==> src/rtl/aes_key_inv_expand_128.sv <==
// Iterative AES-128 inverse key schedule.
// Takes the round-10 key and walks the key schedule backwards one round per
// accepted beat. It streams round keys 10..0 and keeps the recovered cipher
// key (round 0) until the next start.
// Optional macro AES_KEY_INV_CACHE_EN adds an 11-entry round-key file with a
// registered read port (rd_idx / rd_key).
//
// Stream handshake: a beat transfers on a rising edge where rk_valid and
// rk_ready are both 1. While rk_valid=1 and rk_ready=0, rk_out and rk_round
// hold steady. rk_valid never drops without a transfer except on reset.

// AES forward S-box, computed as the GF(2^8) inverse followed by the affine map.
module aes_sbox (
    input  logic [7:0] i_byte,
    output logic [7:0] o_byte
);
    function automatic logic [7:0] gf_mul(input logic [7:0] a, input logic [7:0] b);
        logic [7:0] p;
        logic [7:0] x;
        p = 8'h00;
        x = a;
        for (int i = 0; i < 8; i++) begin
            if (b[i]) p = p ^ x;
            x = {x[6:0], 1'b0} ^ (x[7] ? 8'h1b : 8'h00);
        end
        return p;
    endfunction

    logic [7:0] w_x2, w_x4, w_x8, w_x16, w_x32, w_x64, w_x128;
    logic [7:0] w_inv;

    // x^254 == x^-1 in GF(2^8), and 0 maps to 0 as AES requires.
    always_comb begin
        w_x2   = gf_mul(i_byte, i_byte);
        w_x4   = gf_mul(w_x2, w_x2);
        w_x8   = gf_mul(w_x4, w_x4);
        w_x16  = gf_mul(w_x8, w_x8);
        w_x32  = gf_mul(w_x16, w_x16);
        w_x64  = gf_mul(w_x32, w_x32);
        w_x128 = gf_mul(w_x64, w_x64);
        w_inv  = gf_mul(gf_mul(gf_mul(w_x2, w_x4), gf_mul(w_x8, w_x16)),
                        gf_mul(gf_mul(w_x32, w_x64), w_x128));
        o_byte = w_inv
               ^ {w_inv[6:0], w_inv[7]}
               ^ {w_inv[5:0], w_inv[7:6]}
               ^ {w_inv[4:0], w_inv[7:5]}
               ^ {w_inv[3:0], w_inv[7:4]}
               ^ 8'h63;
    end
endmodule

module aes_key_inv_expand_128 (
    input  logic         clk,
    input  logic         rst,
    input  logic         start,
    input  logic [127:0] key_in,
    output logic [127:0] rk_out,
    output logic [3:0]   rk_round,
    output logic         rk_valid,
    input  logic         rk_ready,
    output logic         busy,
    output logic         done,
    output logic [127:0] key0_out
`ifdef AES_KEY_INV_CACHE_EN
    ,
    input  logic [3:0]   rd_idx,
    output logic [127:0] rd_key
`endif
);
    typedef enum logic {S_IDLE = 1'b0, S_RUN = 1'b1} state_t;

    state_t        r_state;
    state_t        w_state_nxt;
    logic [127:0]  r_key;
    logic [3:0]    r_round;
    logic          r_done;
    logic [127:0]  r_key0;

    logic          w_load;
    logic          w_step;
    logic          w_finish;

    logic [31:0]   w_w0, w_w1, w_w2, w_w3;
    logic [31:0]   w_p0, w_p1, w_p2, w_p3;
    logic [31:0]   w_rot;
    logic [31:0]   w_sub;
    logic [7:0]    w_rcon;
    logic [127:0]  w_key_prev;

    function automatic logic [7:0] rcon_of(input logic [3:0] r);
        case (r)
            4'd1:    rcon_of = 8'h01;
            4'd2:    rcon_of = 8'h02;
            4'd3:    rcon_of = 8'h04;
            4'd4:    rcon_of = 8'h08;
            4'd5:    rcon_of = 8'h10;
            4'd6:    rcon_of = 8'h20;
            4'd7:    rcon_of = 8'h40;
            4'd8:    rcon_of = 8'h80;
            4'd9:    rcon_of = 8'h1b;
            4'd10:   rcon_of = 8'h36;
            default: rcon_of = 8'h00;
        endcase
    endfunction

    // One inverse key-schedule step: round r key -> round r-1 key.
    always_comb begin
        w_w0       = r_key[127:96];
        w_w1       = r_key[95:64];
        w_w2       = r_key[63:32];
        w_w3       = r_key[31:0];
        w_p3       = w_w3 ^ w_w2;
        w_p2       = w_w2 ^ w_w1;
        w_p1       = w_w1 ^ w_w0;
        w_rot      = {w_p3[23:0], w_p3[31:24]};
        w_rcon     = rcon_of(r_round);
        w_p0       = w_w0 ^ w_sub ^ {w_rcon, 24'h000000};
        w_key_prev = {w_p0, w_p1, w_p2, w_p3};
    end

    aes_sbox u_sbox3 (.i_byte(w_rot[31:24]), .o_byte(w_sub[31:24]));
    aes_sbox u_sbox2 (.i_byte(w_rot[23:16]), .o_byte(w_sub[23:16]));
    aes_sbox u_sbox1 (.i_byte(w_rot[15:8]),  .o_byte(w_sub[15:8]));
    aes_sbox u_sbox0 (.i_byte(w_rot[7:0]),   .o_byte(w_sub[7:0]));

    // Next-state and datapath control decode.
    always_comb begin
        w_state_nxt = r_state;
        w_load      = 1'b0;
        w_step      = 1'b0;
        w_finish    = 1'b0;
        case (r_state)
            S_IDLE: begin
                if (start) begin
                    w_load      = 1'b1;
                    w_state_nxt = S_RUN;
                end
            end
            S_RUN: begin
                if (rk_ready) begin
                    if (r_round != 4'd0) begin
                        w_step = 1'b1;
                    end else begin
                        w_finish    = 1'b1;
                        w_state_nxt = S_IDLE;
                    end
                end
            end
            default: w_state_nxt = S_IDLE;
        endcase
    end

    // State register and key datapath; reset discards any partial run.
    always_ff @(posedge clk) begin
        if (rst) begin
            r_state <= S_IDLE;
            r_key   <= '0;
            r_round <= '0;
            r_done  <= 1'b0;
            r_key0  <= '0;
        end else begin
            r_state <= w_state_nxt;
            r_done  <= w_finish;
            if (w_load) begin
                r_key   <= key_in;
                r_round <= 4'd10;
            end else if (w_step) begin
                r_key   <= w_key_prev;
                r_round <= r_round - 4'd1;
            end
            if (w_finish) begin
                r_key0 <= r_key;
            end
        end
    end

    assign rk_out   = r_key;
    assign rk_round = r_round;
    assign rk_valid = (r_state == S_RUN);
    assign busy     = (r_state == S_RUN);
    assign done     = r_done;
    assign key0_out = r_key0;

`ifdef AES_KEY_INV_CACHE_EN
    logic [127:0] r_file [0:10];
    logic [127:0] r_rd_key;

    // Capture every accepted beat at its round index; registered read port.
    always_ff @(posedge clk) begin
        if (rst) begin
            for (int i = 0; i < 11; i++) begin
                r_file[i] <= '0;
            end
            r_rd_key <= '0;
        end else begin
            if (w_step || w_finish) begin
                r_file[r_round] <= r_key;
            end
            r_rd_key <= (rd_idx <= 4'd10) ? r_file[rd_idx] : '0;
        end
    end

    assign rd_key = r_rd_key;
`else
    // No round-key storage in this build; keys are only available on the stream.
`endif
endmodule

==> config.mk <==
export PLATFORM = sky130hd
export DESIGN_NAME = aes_key_inv_expand_128
export DESIGN_NICKNAME = d
export VERILOG_FILES = /design/src/rtl/aes_key_inv_expand_128.sv
export SDC_FILE = /design/constraint.sdc
export NUM_CORES = 2
export LEC_CHECK = 0
export BUFFER_PORTS_ARGS = -buffer_cell sky130_fd_sc_hd__buf_2
export CORE_MARGIN = 2
export CORE_UTILIZATION = 70
export DETAILED_ROUTE_END_ITERATION = 16
export PLACE_DENSITY = 0.9
export SLEW_MARGIN = 10
export SYNTH_ARGS = -nofsm -noshare
export SYNTH_HDL_FRONTEND = slang
export SYNTH_SLANG_ARGS = --single-unit
==> constraint.sdc <==
create_clock -name clk -period 38.6 [get_ports clk]
set_input_delay 9.65 -clock clk [delete_from_list [all_inputs] [get_ports clk]]
set_output_delay 9.65 -clock clk [all_outputs]
set_load 0.01 [all_outputs]
; Word-level counts from Yosys, hierarchy flattened
; Memories as Yosys holds them, arrays and structs flattened.
; Cells that the tools add are included.
[totals]
reg_bits = 262
romBits = 128
inputBits = 132
output_inout_bits = 263
elab_cells = 1391
mem_count = 1
[classes]
n_addsub = 1
muxes = 710
bitwise = 670
reduce_logical = 3
[memory_table]
columns = memory, depth, width, rd, rd_clocked_by_memory_dff, write_ports, line_no
row1 = (name not given), 16, 8, 1, 0, 0, 91  ; case (r)
[op_table]
columns = cell, count
row1 = bitwise XOR 8 bit, 660
row2 = two-way mux 8 bit, 416
row3 = two-way mux 5 bit, 280
row4 = two-way mux 128 bit, 2
row5 = bitwise XOR 32 bit, 5
row6 = NOT 4 bit, 4
row7 = two-way mux 1 bit, 9
row8 = two-way mux 4 bit, 2
row9 = nonzero test 4 bit, 1
row10 = "subtractor 4 x 1 -> 4 bit, second input constant", 1
row11 = case mux 1 bit (2 select lines), 1
row12 = nonzero test 2 bit, 1
row13 = OR reduction 2 bit, 1
row14 = NOT 1 bit, 1

; Logic depth before layout (Yosys ltp)
[logic_depth]
depth_word = 152
mapped_depth = 74
mapped_depth_nobuf = 61

; Cells and area by module
; From an unflattened synthesis, not the netlist that was laid out.
[unflattened]
cells_unflattened = 9391
hier_area_um2 = 71170.8
[modules_own_cells]
columns = mod, n_inst, cells_each, area_per_inst_um2, seq_area_each_um2
row1 = aes_sbox, 4, 2004, 14945.6, 0.0
row2 = aes_key_inv_expand_128, 1, 1375, 11388.4, 5245.0

; Least setup slack after synthesis
; No wires, ideal clock.
[synth_path]
kind = register -> register
startpoint = register r_key[39], in the netlist rk_out[39]
endpoint = register r_key[104], in the netlist rk_out[104]
setup_time_ns = 0.070
t_arrival_ns = 17.138
required_ns = 38.530
path_slack_ns = 21.391
stages_incl_launch_ff = 71
path_buffers = 11
period_less_slack_ns = 17.209
path_cell_list = dfxtp_1 -> buf_2 -> xnor2_1 -> inv_1 -> ha_1 -> nand2_1 -> xnor2_1 -> inv_2 -> buf_1 -> ha_1 -> clkbuf_1 -> xnor2_1 -> a21oi_1 -> xnor2_1 -> xor2_1 -> buf_2 -> inv_1 -> ha_1 -> [35 not listed] -> and4_1 -> o21a_1 -> nor2_1 -> xnor3_1 -> nor2_1 -> xor3_1 -> xnor3_1 -> nand2_1 -> xor2_1 -> xnor2_1 -> xnor3_1 -> xnor3_1 -> xor2_1 -> xor2_1 -> nor2_1 -> xor2_1 -> nand2_1 -> a21oi_1
[synth_via]
elab_chain_len = 149
word_cells_on_any_way = 341
cone_classes = mux (172) / bitwise (169)
[synth_rtl]
columns = element, line_no
row1 = from (decl), 74  ; logic [127:0] r_key;
row2 = from (signal assigned), 165  ; r_key <= key_in;
row3 = from (signal assigned), 168  ; r_key <= w_key_prev;
row4 = bitwise XOR 32 bit (*), 112  ; w_p3 = w_w3 ^ w_w2;
row5 = two-way mux 5 bit / two-way mux 8 bit (equally long branches), "24, 23"
row6 = bitwise XOR 8 bit (on tied branches), "24, 23"
row7 = bitwise XOR 8 bit / two-way mux 8 bit (equally long branches), 23  ; if (b[i]) p = p ^ x;
row8 = two-way mux 8 bit / bitwise XOR 8 bit (equally long branches), 23
row9 = bitwise XOR 8 bit / two-way mux 8 bit (equally long branches), 23
row10 = two-way mux 8 bit / bitwise XOR 8 bit (equally long branches), 23
row11 = bitwise XOR 8 bit / two-way mux 8 bit (equally long branches), 23
row12 = [132 not listed], n/a
row13 = bitwise XOR 8 bit, 44  ; ^ {w_inv[6:0], w_inv[7]}
row14 = bitwise XOR 8 bit, 45  ; ^ {w_inv[5:0], w_inv[7:6]}
row15 = bitwise XOR 8 bit, 46  ; ^ {w_inv[4:0], w_inv[7:5]}
row16 = bitwise XOR 8 bit (*), 47  ; ^ {w_inv[3:0], w_inv[7:4]}
row17 = NOT 4 bit (no source line) (*), n/a
row18 = bitwise XOR 32 bit (*) (2 in series), 117  ; w_p0 = w_w0 ^ w_sub ^ {w_rcon, 24'h000000};
row19 = two-way mux 128 bit (*), 167  ; end else if (w_step) begin
row20 = two-way mux 128 bit (*), 164  ; if (w_load) begin
; Mark *: on every way between the ends. The rest lies on a longest branch, timed or not. The select of a mux whose other input is x is not followed.
; A chain may end at the register's enable or synchronous reset.

; Worst setup path in the final report
; Ends and elaborated chain as after synthesis.

==> impl_metrics.yaml <==
outcome:
  status: "finished, final reports clean"
floorplanning:
  io_pins: 395
  rows: 111
  start_util_pct: 70.6
  dieArea_um2: 94900
  die_y_um: 308
  core_area_um2: 91700
  die_x_um: 308
yosys:
  yosysTopAreaCell: "xnor2_1"
  ys_types: 117
  synthArstFlopShare_pct: 0
  syn_area_um2: 64700
  synth-main-ff-cell: "dfxtp_1"
  synth_top_area_share_pct: 23.7
  yosysWarnings: 0
  synth-seq-cells: 262
  yosysSeqAreaShare_pct: 8.10
  synthTopCellsByArea: "xnor2_1, xnor3_1, dfxtp_1, nor2_1, nand2_1"
  synth-edff-count: 0
  syn_inst: 9052
  syn_area_per_cell_um2: 7.15
  yosysMostFrequentCell: "xnor2_1"
  synthTopCellsByCount: "xnor2_1, nor2_1, nand2_1, a21oi_1, clkbuf_1"
  synth_fp_nets: 9217
cts:
  clk_latency_ns: 0.64
  cts_buffers: 27
  cts_max_level: 1
  clock-sinks: 262
  cts_setup_buffers: 0
  cts_hold_buf: 0
  cts_root_buf: "clkbuf_16"
  clock_path_buffers: 3
  cts_resized: 0
  clk_pin_slew_ns: 0.07
  cts_tree: "done"
final_layout:
  final_util_pct: 75.3
  syn_to_final_growth_pct: 6.60
  fill_cells: 7288
  fin_nets: 9324
  drive_gt1_share_pct: 10.0
  design_area_um2: 69000
timing:
  finalCritPeriodShare_pct: 55.1
  finClkSkew_ns: 0.0570
  setup-tns-final_ns: 0
  tightest_slew_ns: 1.31
  fmax_ghz: 0.0470
  finalSetupViolCount: 0
  rsz0062_at_grt: "false"
  max-slew-margin-rel_pct: 12.3
  hold_viol: 0
  layout_min_cycle_time_ns: 21.29
  drv_slew: 0
worst_hold_path:
  hold_path_class: "reg2reg"
  min_path_cells: 2
job:
  maxCapViolCount: 0
routing:
  ant_nets: 0
  top_layer: "met5"
  vias_per_cell: 6.67
  wl_per_cell_um: 21.5
  drtIter0Drc: 9804
  firstDrtPassIters: 7
  drc: 0
  wirelength_mm: 223
  dr_wl_met3_mm: 28.5
  wl_met1_mm: 87.2
  dr_wl_met2_mm: 94.5
  vias: 69200
worst_setup_path:
  start_kind: "flop"
  cp-end-kind: "flop"
  cp.arrival_ns: 21.79
  critical_path_peak_fanout: 23
  path_common_cell: "xnor3_1"
  crit_required_ns: 39.10
  cp_top_family: "XOR/XNOR gates"
  reg2reg_setup_slack_ns: 17.31
  crit_type: "reg2reg"
  path_buf_inv: 7
  cpPeakStageDelay_ns: 0.82
  cp.depth: 59
  r2r_cells: 59
  cp_slowest_cell: "xor2_1"
placement:
  placedInstanceArea_um2: 68100
  portBuffers: 394
  hpwl_mm: 164
  gp_congestion: 1.01
global_route:
  grt-ovfl-total: 0
  grt_pass1_wl_mm: 347
  grtUsageTotal_pct: 44.5
  grt_pass1_vias: 62900
  antenna_found_initial: 21
  grt_max_degree: 92
-- layout make-up --
type	instances	area [um2]	share of cell area, %
flip-flops and latches	262	5250	7.60
clock buffers	37	743	1.08
clock inverters	13	155	0.225
inverters	128	480	0.696
diodes	12	30.0	0.0435
multi-input cells	8081	56900	82.5
well taps	1186	1480	2.15
repair buffers	659	3970	5.75
-- flip-flops by register name (all words and copies together), names as in the netlist --
name,count
rk_round,4
rk_out,128
key0_out,128
busy,1
done,1
-- cell families (layout without fill, tap and decap cells) --
family	count (synthesis)	after routing	share of synthesized area [%]
simple gates	3316	3316	22.4
mux	155	155	2.49
other cells	0	12	0
compound gates	2016	2016	20.3
buf+inv	709	837	4.35
flops	262	262	8.10
xor+xnor	2557	2557	41.7
fa+ha+maj	37	37	0.700
-- per-stage QoR --
| step | setup slack (ns) | std cells | hold slack (ns) |
|---|---|---|---|
| after floorplan | 21.39 | 9052 | 0.481 |
| after global placement | 18.92 | 10300 | 0.438 |
| after detailed placement | 18.01 | 10300 | 0.445 |
| after CTS | 17.93 | 10400 | 0.454 |
| after global routing | 16.08 | 10400 | 0.470 |
| final | 17.31 | 10400 | 0.452 |
-- placed cells by master, fill, tap and decap left out, drive strengths merged, types with 31 or more instances in the layout --
master	count
nor3	238
a31oi	84
nor2b	54
a211oi	168
o211ai	101
ha	33
nor3b	45
xor2	467
xor3	33
o21ai	423
clkbuf	37
nand3	213
mux2i	126
or3	51
and2	61
xnor3	262
nor4	53
a211o	31
o21a	31
a21oi	566
a21o	35
o31ai	36
a22oi	52
a221oi	68
buf	659
nand2	1123
inv	119
and3	51
nor2	1246
xnor2	1795
dfxtp	262
nand4	33
nand2b	73
o22ai	101
-- worst paths after layout --
kind                start           end
max            rk_out[39]   rk_out[104]
min          key0_out[60]  key0_out[60]
max reg2reg    rk_out[39]   rk_out[104]
min reg2reg  key0_out[60]  key0_out[60]
-- per-layer routing --
metal	global-route usage, %	vias to the layer above
li1	-	31500
met1	59.6	32200
met2	66.7	4670
met3	10.5	781
met4	22.5	8
met5	0	-
-- worst reg2reg max path, delay by kind of cell (launching register included) --
family | cells | cell delay [ns]
flip-flops | 1 | 0.40
AO/OA/AOI/OAI | 9 | 2.17
XOR/XNOR | 25 | 10.50
buffers and inverters | 7 | 1.98
multiplexers | 1 | 0.30
AND/OR/NAND/NOR | 11 | 2.56
adder cells (fa/ha/maj) | 6 | 3.34
Power is left out: the tool's default activity adds up to more than one toggle a clock period on the data nets, which glitch-free logic cannot reach.
